<file path="config.mk">
export PLATFORM = sky130hd
export DESIGN_NAME = pc_gen
export DESIGN_NICKNAME = d
export VERILOG_FILES = /design/src/rtl/pc_gen.sv
export SDC_FILE = /design/constraint.sdc
export NUM_CORES = 1
export LEC_CHECK = 0
export BUFFER_PORTS_ARGS = -buffer_cell sky130_fd_sc_hd__clkbuf_2
export CORE_MARGIN = 2
export CORE_UTILIZATION = 40
export DETAILED_ROUTE_END_ITERATION = 8
export PLACE_DENSITY = 0.8
export SLEW_MARGIN = 20
export SYNTH_ARGS = -nofsm -noshare
export SYNTH_HDL_FRONTEND = slang
export SYNTH_SLANG_ARGS = --single-unit
</file>
<file path="constraint.sdc">
create_clock -name clk -period 2.01 [get_ports clk]
set_clock_uncertainty 0.05 [all_clocks]
set_input_delay 0.1005 -clock clk [delete_from_list [all_inputs] [get_ports clk]]
set_output_delay 0.1005 -clock clk [all_outputs]
set_load 0.005 [all_outputs]
</file>
<file path="src/rtl/pc_gen.sv">
//------------------------------------------------------------------------------
// Module      : pc_gen
// Description : Program-counter generator with start-up, fetch and trap FSM.
// Revision    : 1.0 - initial release
//------------------------------------------------------------------------------
`default_nettype none

module pc_gen #(
    parameter logic [31:0] RESET_VECTOR = 32'h0000_0000,
    parameter logic [31:0] TRAP_VECTOR  = 32'h0000_0100
) (
    input  logic        clk,
    input  logic        rst,
    input  logic [31:0] pcp4,
    input  logic        branch_taken,
    input  logic [31:0] branch_target,
    input  logic        jalr_en,
    input  logic [31:0] jalr_target,
    input  logic        stall,
    input  logic        imem_ready,
    output logic [31:0] pc,
    output logic        imem_req,
    output logic        instr_valid,
    output logic        misaligned,
    output logic [31:0] bad_pc
);

    localparam logic [1:0] c_st_reset = 2'd0;
    localparam logic [1:0] c_st_fetch = 2'd1;
    localparam logic [1:0] c_st_trap  = 2'd2;

    logic [1:0]  r_state;
    logic [1:0]  w_state_nxt;
    logic [31:0] r_pc;
    logic [31:0] r_bad_pc;
    logic [31:0] w_next_pc;
    logic        w_req;
    logic        w_valid;
    logic        w_trap;

    // JALR has priority over a taken branch; its bit 0 is always cleared.
    always_comb begin
        w_next_pc = pcp4;
        if (jalr_en) begin
            w_next_pc = {jalr_target[31:1], 1'b0};
        end else if (branch_taken) begin
            w_next_pc = branch_target;
        end
    end

    assign w_req   = (r_state == c_st_fetch) & ~stall;
    assign w_valid = w_req & imem_ready;
    assign w_trap  = w_valid & (w_next_pc[1:0] != 2'b00);

    always_comb begin
        w_state_nxt = r_state;
        case (r_state)
            c_st_reset: w_state_nxt = c_st_fetch;
            c_st_fetch: if (w_trap) w_state_nxt = c_st_trap;
            c_st_trap:  w_state_nxt = c_st_fetch;
            default:    w_state_nxt = c_st_reset;
        endcase
    end

    always_ff @(posedge clk) begin
        if (rst) begin
            r_state  <= c_st_reset;
            r_pc     <= RESET_VECTOR;
            r_bad_pc <= 32'h0000_0000;
        end else begin
            r_state <= w_state_nxt;
            if (w_trap) begin
                r_bad_pc <= w_next_pc;
                r_pc     <= TRAP_VECTOR;
            end else if (w_valid) begin
                r_pc <= w_next_pc;
            end
        end
    end

    assign pc          = r_pc;
    assign bad_pc      = r_bad_pc;
    assign imem_req    = w_req;
    assign instr_valid = w_valid;
    assign misaligned  = (r_state == c_st_trap);

endmodule

`default_nettype wire
</file>
; ---- Yosys cells after proc, flatten, opt, wreduce, memory -nomap -nowiden
; Cells that the tools add are included.
[op_classes]
bitwise = 4
n_reduce_logical = 5
n_lt_le_gt_ge = 0
n_mux = 6
add_sub_neg = 0
shifts = 0
div = 0
n_mul = 0
eq_ne = 3
[ops]
columns = op, n
row1 = $mux 32, 2
row2 = $mux 9, 2
row3 = $pmux 2 s2, 1
row4 = $reduce_bool 2->1, 2
row5 = $reduce_or 2->1, 2
row6 = $and 1x1->1, 3
row7 = $eq 2x1->1 const B, 1
row8 = $eq 2x2->1 const B, 1
row9 = $logic_not 2->1, 1
row10 = $mux 2, 1
row11 = $ne 2x2->1 const B, 1
row12 = $not 1->1, 1
[totals]
inputBits = 102
latch_bits = 0
mem_count = 0
mem_bits_rw = 0
rom_bits = 0
register_bits = 66

; ---- Logic depth before layout (Yosys ltp)
; Gate-level depths: netlist of the first run.
[depth]
word_depth = 6
mapped_depth = 8
mapped_depth_nobuf = 6

; ---- Least setup slack after synthesis of the first run
; Ideal clock, no wire load.
[synth_timing]
path_type = reg-to-reg
from = reg r_state[1]
to = reg r_bad_pc[10], in the netlist bad_pc[10]
synth_period_minus_slack_ps = 1661
n_path_buf = 2
path_slack_ps = 349
setup_time_ps = 87
arrival_time_ps = 1524
path_stages_with_launch = 9
cell_sequence = dfxtp_1 -> nor3b_2 -> nand2_1 -> inv_2 -> and2_1 -> buf_4 -> nand2_1 -> buf_2 -> o31ai_1
[synth_via]
elab_chain_cells = 4
[synth_rtl]
columns = element, line
row1 = "start, declared", 32  ; logic [1:0] r_state;
row2 = "start signal, assigned", 67  ; r_state <= c_st_reset;
row3 = "start signal, assigned", 71  ; r_state <= w_state_nxt;
row4 = $eq 2x1->1, 51  ; assign w_req = (r_state == c_st_fetch) & ~stall;
row5 = $and 1x1->1, 51
row6 = via imem_req, 22  ; output logic imem_req,
row7 = $and 1x1->1, 52  ; assign w_valid = w_req & imem_ready;
row8 = via instr_valid, 23  ; output logic instr_valid,
row9 = $and 1x1->1, 53  ; assign w_trap = w_valid & (w_next_pc[1:0] != 2'b00);
row10 = "end signal, assigned", 73  ; r_bad_pc <= w_next_pc;
row11 = "end, declared", 35  ; logic [31:0] r_bad_pc;
; The timed path passes the listed nets, and every way through them passes these cells.
; A chain may end at the register's enable or synchronous reset.

; ---- Worst setup path in the final report of the first run
[layout_timing]
from = reg r_state[0]
to = reg r_bad_pc[7], in the netlist bad_pc[7]
[layout_via]
elab_chain_cells = 4
[layout_rtl]
columns = element, line
row1 = $eq 2x1->1, 51
row2 = $and 1x1->1, 51
row3 = $and 1x1->1, 52
row4 = $and 1x1->1, 53
; Every way passes these cells.

==> key figures, run 1 <==
STA
  – RSZ-0062 raised after global routing: no
  – Final Cycle Share: around nine tenths
  – Final setup vio count: 0
  – Final Max Tran Viols: 0
  – Crit path time final: about 1.8 ns
  – TNS Setup: 0 ns
  – Fmax: 549 MHz
  – Worst Tran Pin Value: 0.576 ns
  – Count of final hold-check violations: 0
  – Max-Slew Margin vs Limit: 61.6%

Clocking
  – CTS tree: yes
  – Inserted Clock Buffers: 9
  – Max H-tree Level: 3
  – TritonCTS Sinks: 66
  – Insertion delay to the later sink of the worst-skew pair: 0.33 ns
  – CTS clk-pin slew, worst paths: 0.06 ns
  – Max clock buf depth: 2
  – Root Driver: clkbuf_8

Yosys
  – Ys Warns: 0
  – Synthesized cell area: approximately 0.003 mm2
  – Mean Syn Cell Area: approximately 8.6 um2
  – Post-synth EDFFs: 0
  – Cell variety after synth: 28
  – Post-Syn Instances: ~360
  – Register bit total from synthesis: 66
  – Post-synthesis sequential area ratio: 43.2%
  – Primary FF master, synth: dfxtp_1
  – Post-synth ARST share: 0%
  – Post-synthesis net count: 457

Floorplanning
  – Boundary Pins: 169
  – Core area: 0.00733 mm2
  – Site Rows: 31
  – Initial Util: 41.7%
  – Die area: 0.00836 mm2
  – Horiz. Die Dim: 91.4 um
  – Die Ht: 91.4 um

Placement
  – PortBufs: 167
  – DP Wirelength: 6780 um
  – Post-DP Area: ~0.004 mm2
  – Placer Congestion: 0.774

Worst setup path
  – Crit-path cells: nor3b_2 > nand2_1 > inv_2 > buf_4 > and2_1 > nand2_1 > o31ai_1
  – FF-to-FF Start: r_state[0]$_SDFFE_PP0P_
  – CP Depth: 7
  – Family with the most delay on the worst path: simple AND/OR/NAND/NOR gates
  – Reg2reg path depth: 7
  – Max incr delay on CP: ~0.34 ns
  – Crit-path slowest cell: dfxtp_1
  – R2R setup slack: 0.19 ns
  – Critical path type: flop to flop
  – Worst Path Max Fanout: 14
  – Crit. End Element: flop
  – Reg-to-reg endpoint: bad_pc[7]$_SDFFE_PP0P_
  – Cell with the most instances on the worst path: nand2_1
  – Type of origin of the critical path: flop
  – Worst EP arrival: ~2.0 ns
  – WP buf/inv: 2
  – CP required: 2.19 ns

Power
  – Pwr/cell area: 648 mW/mm2
  – Pwr Total: 2.69 mW
  – Static Leak: 1.96 nW
  – VDD IR max: between 0.4 and 0.5 mV

Global route
  – Total congestion overflow: 0
  – First-pass GRT wire length: 14400 um
  – Met1 Track Usage GR: 23.2%
  – Pin count of the biggest net entering global routing: 50
  – GR Util met3: under 10%
  – Vias in the first global route: 3087
  – Initial antenna violation count: 0
  – Grt peak-use layer: met2
  – Global-route track usage on met2: about two fifths
  – GRT Total Usage: 21.4%

Routing
  – Vias: 3254
  – Post-DRT Antenna Nets: 0
  – Detailed-route DRC error count: 0
  – Drt wl/cell: approximately 14 um
  – Starting DRC count in detailed routing: 128
  – WL final: 8950 um
  – Via-per-instance ratio: between 5 and 6
  – First-pass detailed-route iteration total: 4

Run status
  – Status: completed

Run
  – Max-Cap Viols: 0

Layout
  – Finished Cell Area: approximately 0.0042 mm2
  – Area grow syn2layout: 35.9%
  – Share of layout cells above drive strength 1: 39.8%
  – Final #Nets: 619
  – # diodes: 0
  – Final core utilization: 56.7%

Worst hold path
  – Worst hold endpoint: pc[9]$_SDFFE_PP0P_
  – HP Class: primary input to flop
  – Hold path cells: 3
  – Worst Min Path Start: jalr_target[9]
metal layers:
metal | part of all wire, % | vias up
met5 | 0 | -
met4 | 2.0 | 0
met3 | 8.4 | 12
met2 | 50 | 146
met1 | 39 | 1491
li1 | - | 1605
per-stage QoR:
step,hold WS [ns],worst slack (ns),instances
after global placement,0.337,0.158,603
after floorplan,0.180,0.349,355
final,0.0216,0.188,619
after global routing,0.0326,0.0260,619
after CTS,0.00424,0.0669,619
after detailed placement,0.336,0.103,603
tightest hold or removal path, stage by stage:
cell	delay, ns
clkbuf_2	0.07
a21oi_1	0.09
o21ai_2	0.10
Yosys cell counts, types with 2 or more instances:
| cell | n | area (um2) |
|---|---|---|
| clkbuf_1 | 23 | 86.3 |
| a32o_1 | 16 | 160 |
| nand3_1 | 17 | 85.1 |
| mux2i_1 | 31 | 310 |
| o31ai_1 | 14 | 105 |
| nor2b_1 | 14 | 87.6 |
| o21ai_0 | 52 | 260 |
| and2_1 | 3 | 18.8 |
| nor2_1 | 19 | 71.3 |
| buf_2 | 6 | 30.0 |
| a21oi_1 | 33 | 165 |
| dfxtp_1 | 66 | 1320 |
| o21ai_2 | 10 | 87.6 |
| nand2_1 | 35 | 131 |
| buf_6 | 2 | 22.5 |
| nor3_1 | 2 | 10.0 |
cell type report:
cell class	count	area [um2]
Fill cell	676	3180
Multi-Input combinational cell	256	1590
Sequential cell	66	1320
Timing Repair Buffer	183	961
Clock buffer	14	153
Tap cell	99	124
Inverter	1	3.75
cells in the final DEF, fill, tap and decap left out:
cell and count:
o21ba_2 1, nor3b_2 1, nor2_4 1, a32o_1 16, mux2_4 1, a21oi_1 33, nor2b_1 14, o31ai_1 14
clkbuf_1 4, inv_2 1, nand3_1 17, dfxtp_1 66, nor2_1 18, clkbuf_8 10, nand2_1 35, o21ai_2 10
and2_1 3, nand2b_1 1, mux2i_1 31, a211oi_1 1, clkbuf_2 167, o21ai_0 52, nor3b_1 1, o21a_1 1
dlygate4sd3_1 2, a21o_1 1, nor3_1 2, o21bai_1 1, or4_4 1, buf_4 14
how the worst max path moves through the flow:
| stage | from | endpoint | slack [ns] |
|---|---|---|---|
| floorplan | r_state[1]$_SDFFE_PP0P_ | bad_pc[10]$_SDFFE_PP0P_ | 0.35 |
| global placement | r_state[0]$_SDFFE_PP0P_ | pc[7]$_SDFFE_PP0P_ | 0.16 |
| detailed placement | r_state[0]$_SDFFE_PP0P_ | pc[6]$_SDFFE_PP0P_ | 0.10 |
| CTS | r_state[0]$_SDFFE_PP0P_ | pc[6]$_SDFFE_PP0P_ | 0.07 |
| global route | r_state[0]$_SDFFE_PP0P_ | bad_pc[5]$_SDFFE_PP0P_ | 0.03 |
| finish | r_state[0]$_SDFFE_PP0P_ | bad_pc[7]$_SDFFE_PP0P_ | 0.19 |
power by group:
group          switching (mW)  internal [mW]
Sequential             0.0160           1.34
Clock                   0.448          0.471
Combinational           0.232          0.188
Total                   0.696           2.00
repair_timing:
item | in CTS | in global routing
setup buffers | 0 | 0
resized for setup | 0 | 1
endpoints found under the setup margin | 0 | 10
endpoints found under the hold margin | 2 | 0
hold buffers | 2 | 0
logic make-up (layout without fill, tap and decap cells):
group                  Yosys count  after routing  synth area share (%)
AOI/OAI and AO/OA              130            130                  26.8
buffers and inverters           33            198                  4.91
DFF                             66             66                  43.2
muxes                           32             32                  10.6
and+or+nand+nor                 94             94                  14.4
registers in the layout, indices dropped and copies added, names as in the netlist:
register	count
bad_pc	32
pc	32
r_state	2
No activity file was read; power rests on OpenSTA's default activity.
==> run 2, diff against run 1 <==
--- a/config.mk
+++ b/config.mk
@@ -7,9 +7,9 @@
 export LEC_CHECK = 0
 export BUFFER_PORTS_ARGS = -buffer_cell sky130_fd_sc_hd__clkbuf_2
 export CORE_MARGIN = 2
-export CORE_UTILIZATION = 40
+export CORE_UTILIZATION = 44
 export DETAILED_ROUTE_END_ITERATION = 8
-export PLACE_DENSITY = 0.8
+export PLACE_DENSITY = 0.86
 export SLEW_MARGIN = 20
 export SYNTH_ARGS = -nofsm -noshare
 export SYNTH_HDL_FRONTEND = slang
==> run 2 against run 1 <==
  * Fmax decreased by 2.6%
  * Critical path depth up 1
  * Sequential power about the same
  * Core utilization increased by 7.2 points
  * Via count rose by 1.4%
  * Register-to-register slack got worse by 0.05 ns
  * Count of clock-buffer cells in the layout decreased by 4
  * Sequential share of layout area decreased by 1.2 points
  * Worst setup slack got worse by 0.048 ns
  * Cell area increased by 3.9%
  * Global-route usage grew 2.7 points
  * Largest cell class unchanged
  * Largest power group is now clock
==> key figures, run 2 (same netlist as run 1, synthesis figures left out) <==
Placement
  – Post-DP Area: 0.00395 mm2
  – Worst slack, placed: ~0.095 ns
  – PortBufs: 167
  – DP Wirelength: roughly 6600 um
  – Placer Congestion: 0.798
  – Placed insts: 584

Run status
  – Status: completed

Worst hold path
  – Worst Min Path Start: jalr_target[12]
  – HP Class: primary input to flop

Worst setup path
  – Type of origin of the critical path: flop
  – Max incr delay on CP: 0.35 ns
  – CP Launch Point: r_state[0]$_SDFFE_PP0P_
  – Crit-path cells: nor3b_2 > nand2_1 > inv_2 > buf_4 > and2_1 > buf_4 > a21o_1 > a21oi_1
  – WP buf/inv: 3
  – Setup crit end: r_state[0]$_SDFFE_PP0P_
  – Crit-path slowest cell: dfxtp_1
  – CP required: 2.18 ns
  – Reg2reg path depth: 8
  – CP Depth: 8
  – Critical path type: flop to flop
  – Reg-to-reg endpoint: r_state[0]$_SDFFE_PP0P_
  – Cell with the most instances on the worst path: buf_4
  – Worst Path Max Fanout: 16
  – R2R setup slack: ~0.14 ns
  – Worst EP arrival: 2.04 ns
  – Crit. End Element: flop
  – FF-to-FF Start: r_state[0]$_SDFFE_PP0P_
  – Family with the most delay on the worst path: simple AND/OR/NAND/NOR gates

Global route
  – First-pass GRT wire length: roughly 14000 um
  – GRT Total Usage: 24.2%
  – Vias in the first global route: 3117
  – Pin count of the biggest net entering global routing: 32
  – Total congestion overflow: 0
  – Initial antenna violation count: 0

Floorplanning
  – Die Ht: 87.4 um
  – Boundary Pins: between 150 and 200
  – Core area: 0.00676 mm2
  – Die area: 0.00763 mm2
  – Initial Util: 45.2%
  – Site Rows: 30
  – Horiz. Die Dim: just under 90 um

STA
  – Slack of the critical path: 0.140 ns
  – Final setup vio count: 0
  – Count of final hold-check violations: 0
  – Worst Tran Pin Value: 0.536 ns
  – Final Max Tran Viols: 0
  – TNS Setup: 0 ns
  – Fmax: 535 MHz
  – Final Cycle Share: 93.0%
  – RSZ-0062 raised after global routing: yes
  – Hold slack: roughly 0.028 ns
  – Crit path time final: ~1.9 ns
  – Max-Slew Margin vs Limit: 64.3%

Routing
  – Detailed-route DRC error count: 0
  – Via-per-instance ratio: between 5 and 6
  – Post-DRT Antenna Nets: 0
  – WL final: about 9300 um
  – First-pass detailed-route iteration total: 4
  – Vias: between 3000 and 4000
  – Starting DRC count in detailed routing: 137
  – Drt wl/cell: between 15 and 20 um

Power
  – VDD IR max: 0.367 mV
  – Pwr/cell area: 766 mW/mm2
  – Pwr Total: 3.31 mW
  – Static Leak: 2.04 nW

Clocking
  – Insertion delay to the later sink of the worst-skew pair: 0.34 ns
  – Root Driver: clkbuf_8
  – TritonCTS Sinks: 66
  – CTS clk-pin slew, worst paths: 0.07 ns
  – Max clock buf depth: 2
  – CTS tree: yes
  – # Post-CTS Setup Buffers: 0
  – Inserted Clock Buffers: 9
  – Max H-tree Level: 3

Layout
  – Finished Cell Area: 0.00432 mm2
  – Highest-count cells in the layout ignoring fill and taps: clkbuf_2 (167), dfxtp_1 (66), o21ai_0 (52), nand2_1 (34), a21oi_1 (33)
  – Share of layout cells above drive strength 1: about 41%
  – Final Non-Filler Cells: 608
  – Final #Nets: about 630
  – # diodes: 0
  – Final core utilization: approximately 64%
  – Area grow syn2layout: 41.2%
  – Commonest non-fill, non-tap cell in the layout: clkbuf_2

Run
  – Max-Cap Viols: 0
==> run 2: what timing repair did <==
action | in CTS | in global routing
endpoints found under the setup margin | 0 | 29
gates resized for setup | 0 | 2
endpoints found under the hold margin | 8 | 0
hold buffers | 8 | 0
==> run 2: routing by layer <==
layer	GRT usage [%]	part of all wire (%)	vias to the layer above
li1	-	-	1623
met1	27.1	39	1507
met2	42.6	51	153
met3	6.16	8.0	17
met4	10.9	2.1	0
met5	0	0	-
==> run 2: worst min path at each step <==
stage,depth (start not counted),endpoint
after global placement,3,pc[7]$_SDFFE_PP0P_
after detailed placement,3,pc[6]$_SDFFE_PP0P_
after CTS,3,pc[2]$_SDFFE_PP0P_
after floorplan,1,imem_req
after global routing,3,pc[12]$_SDFFE_PP0P_
final,3,pc[12]$_SDFFE_PP0P_
==> run 2: worst register-to-register path, cell delays in order, from the launching register on <==
cell and delay [ns]:
dfxtp_1 0.35, nor3b_2 0.23, nand2_1 0.16, inv_2 0.11, buf_4 0.14, and2_1 0.21
buf_4 0.25, a21o_1 0.16, a21oi_1 0.07
==> run 2: report_power, final <==
group	internal (mW)	switching [mW]	total (mW)
clock	0.988	0.534	1.52
combinational	0.197	0.238	0.434
sequential	1.34	0.0153	1.35
total	2.52	0.787	3.31
==> run 2: final cells by class <==
class	count	area, um2
Fill cell	567	2440
Multi-Input combinational cell	256	1600
Tap cell	80	100
Sequential cell	66	1320
Timing Repair Buffer	189	1020
Clock buffer	10	138
Inverter	1	3.75
Clock inverter	6	138
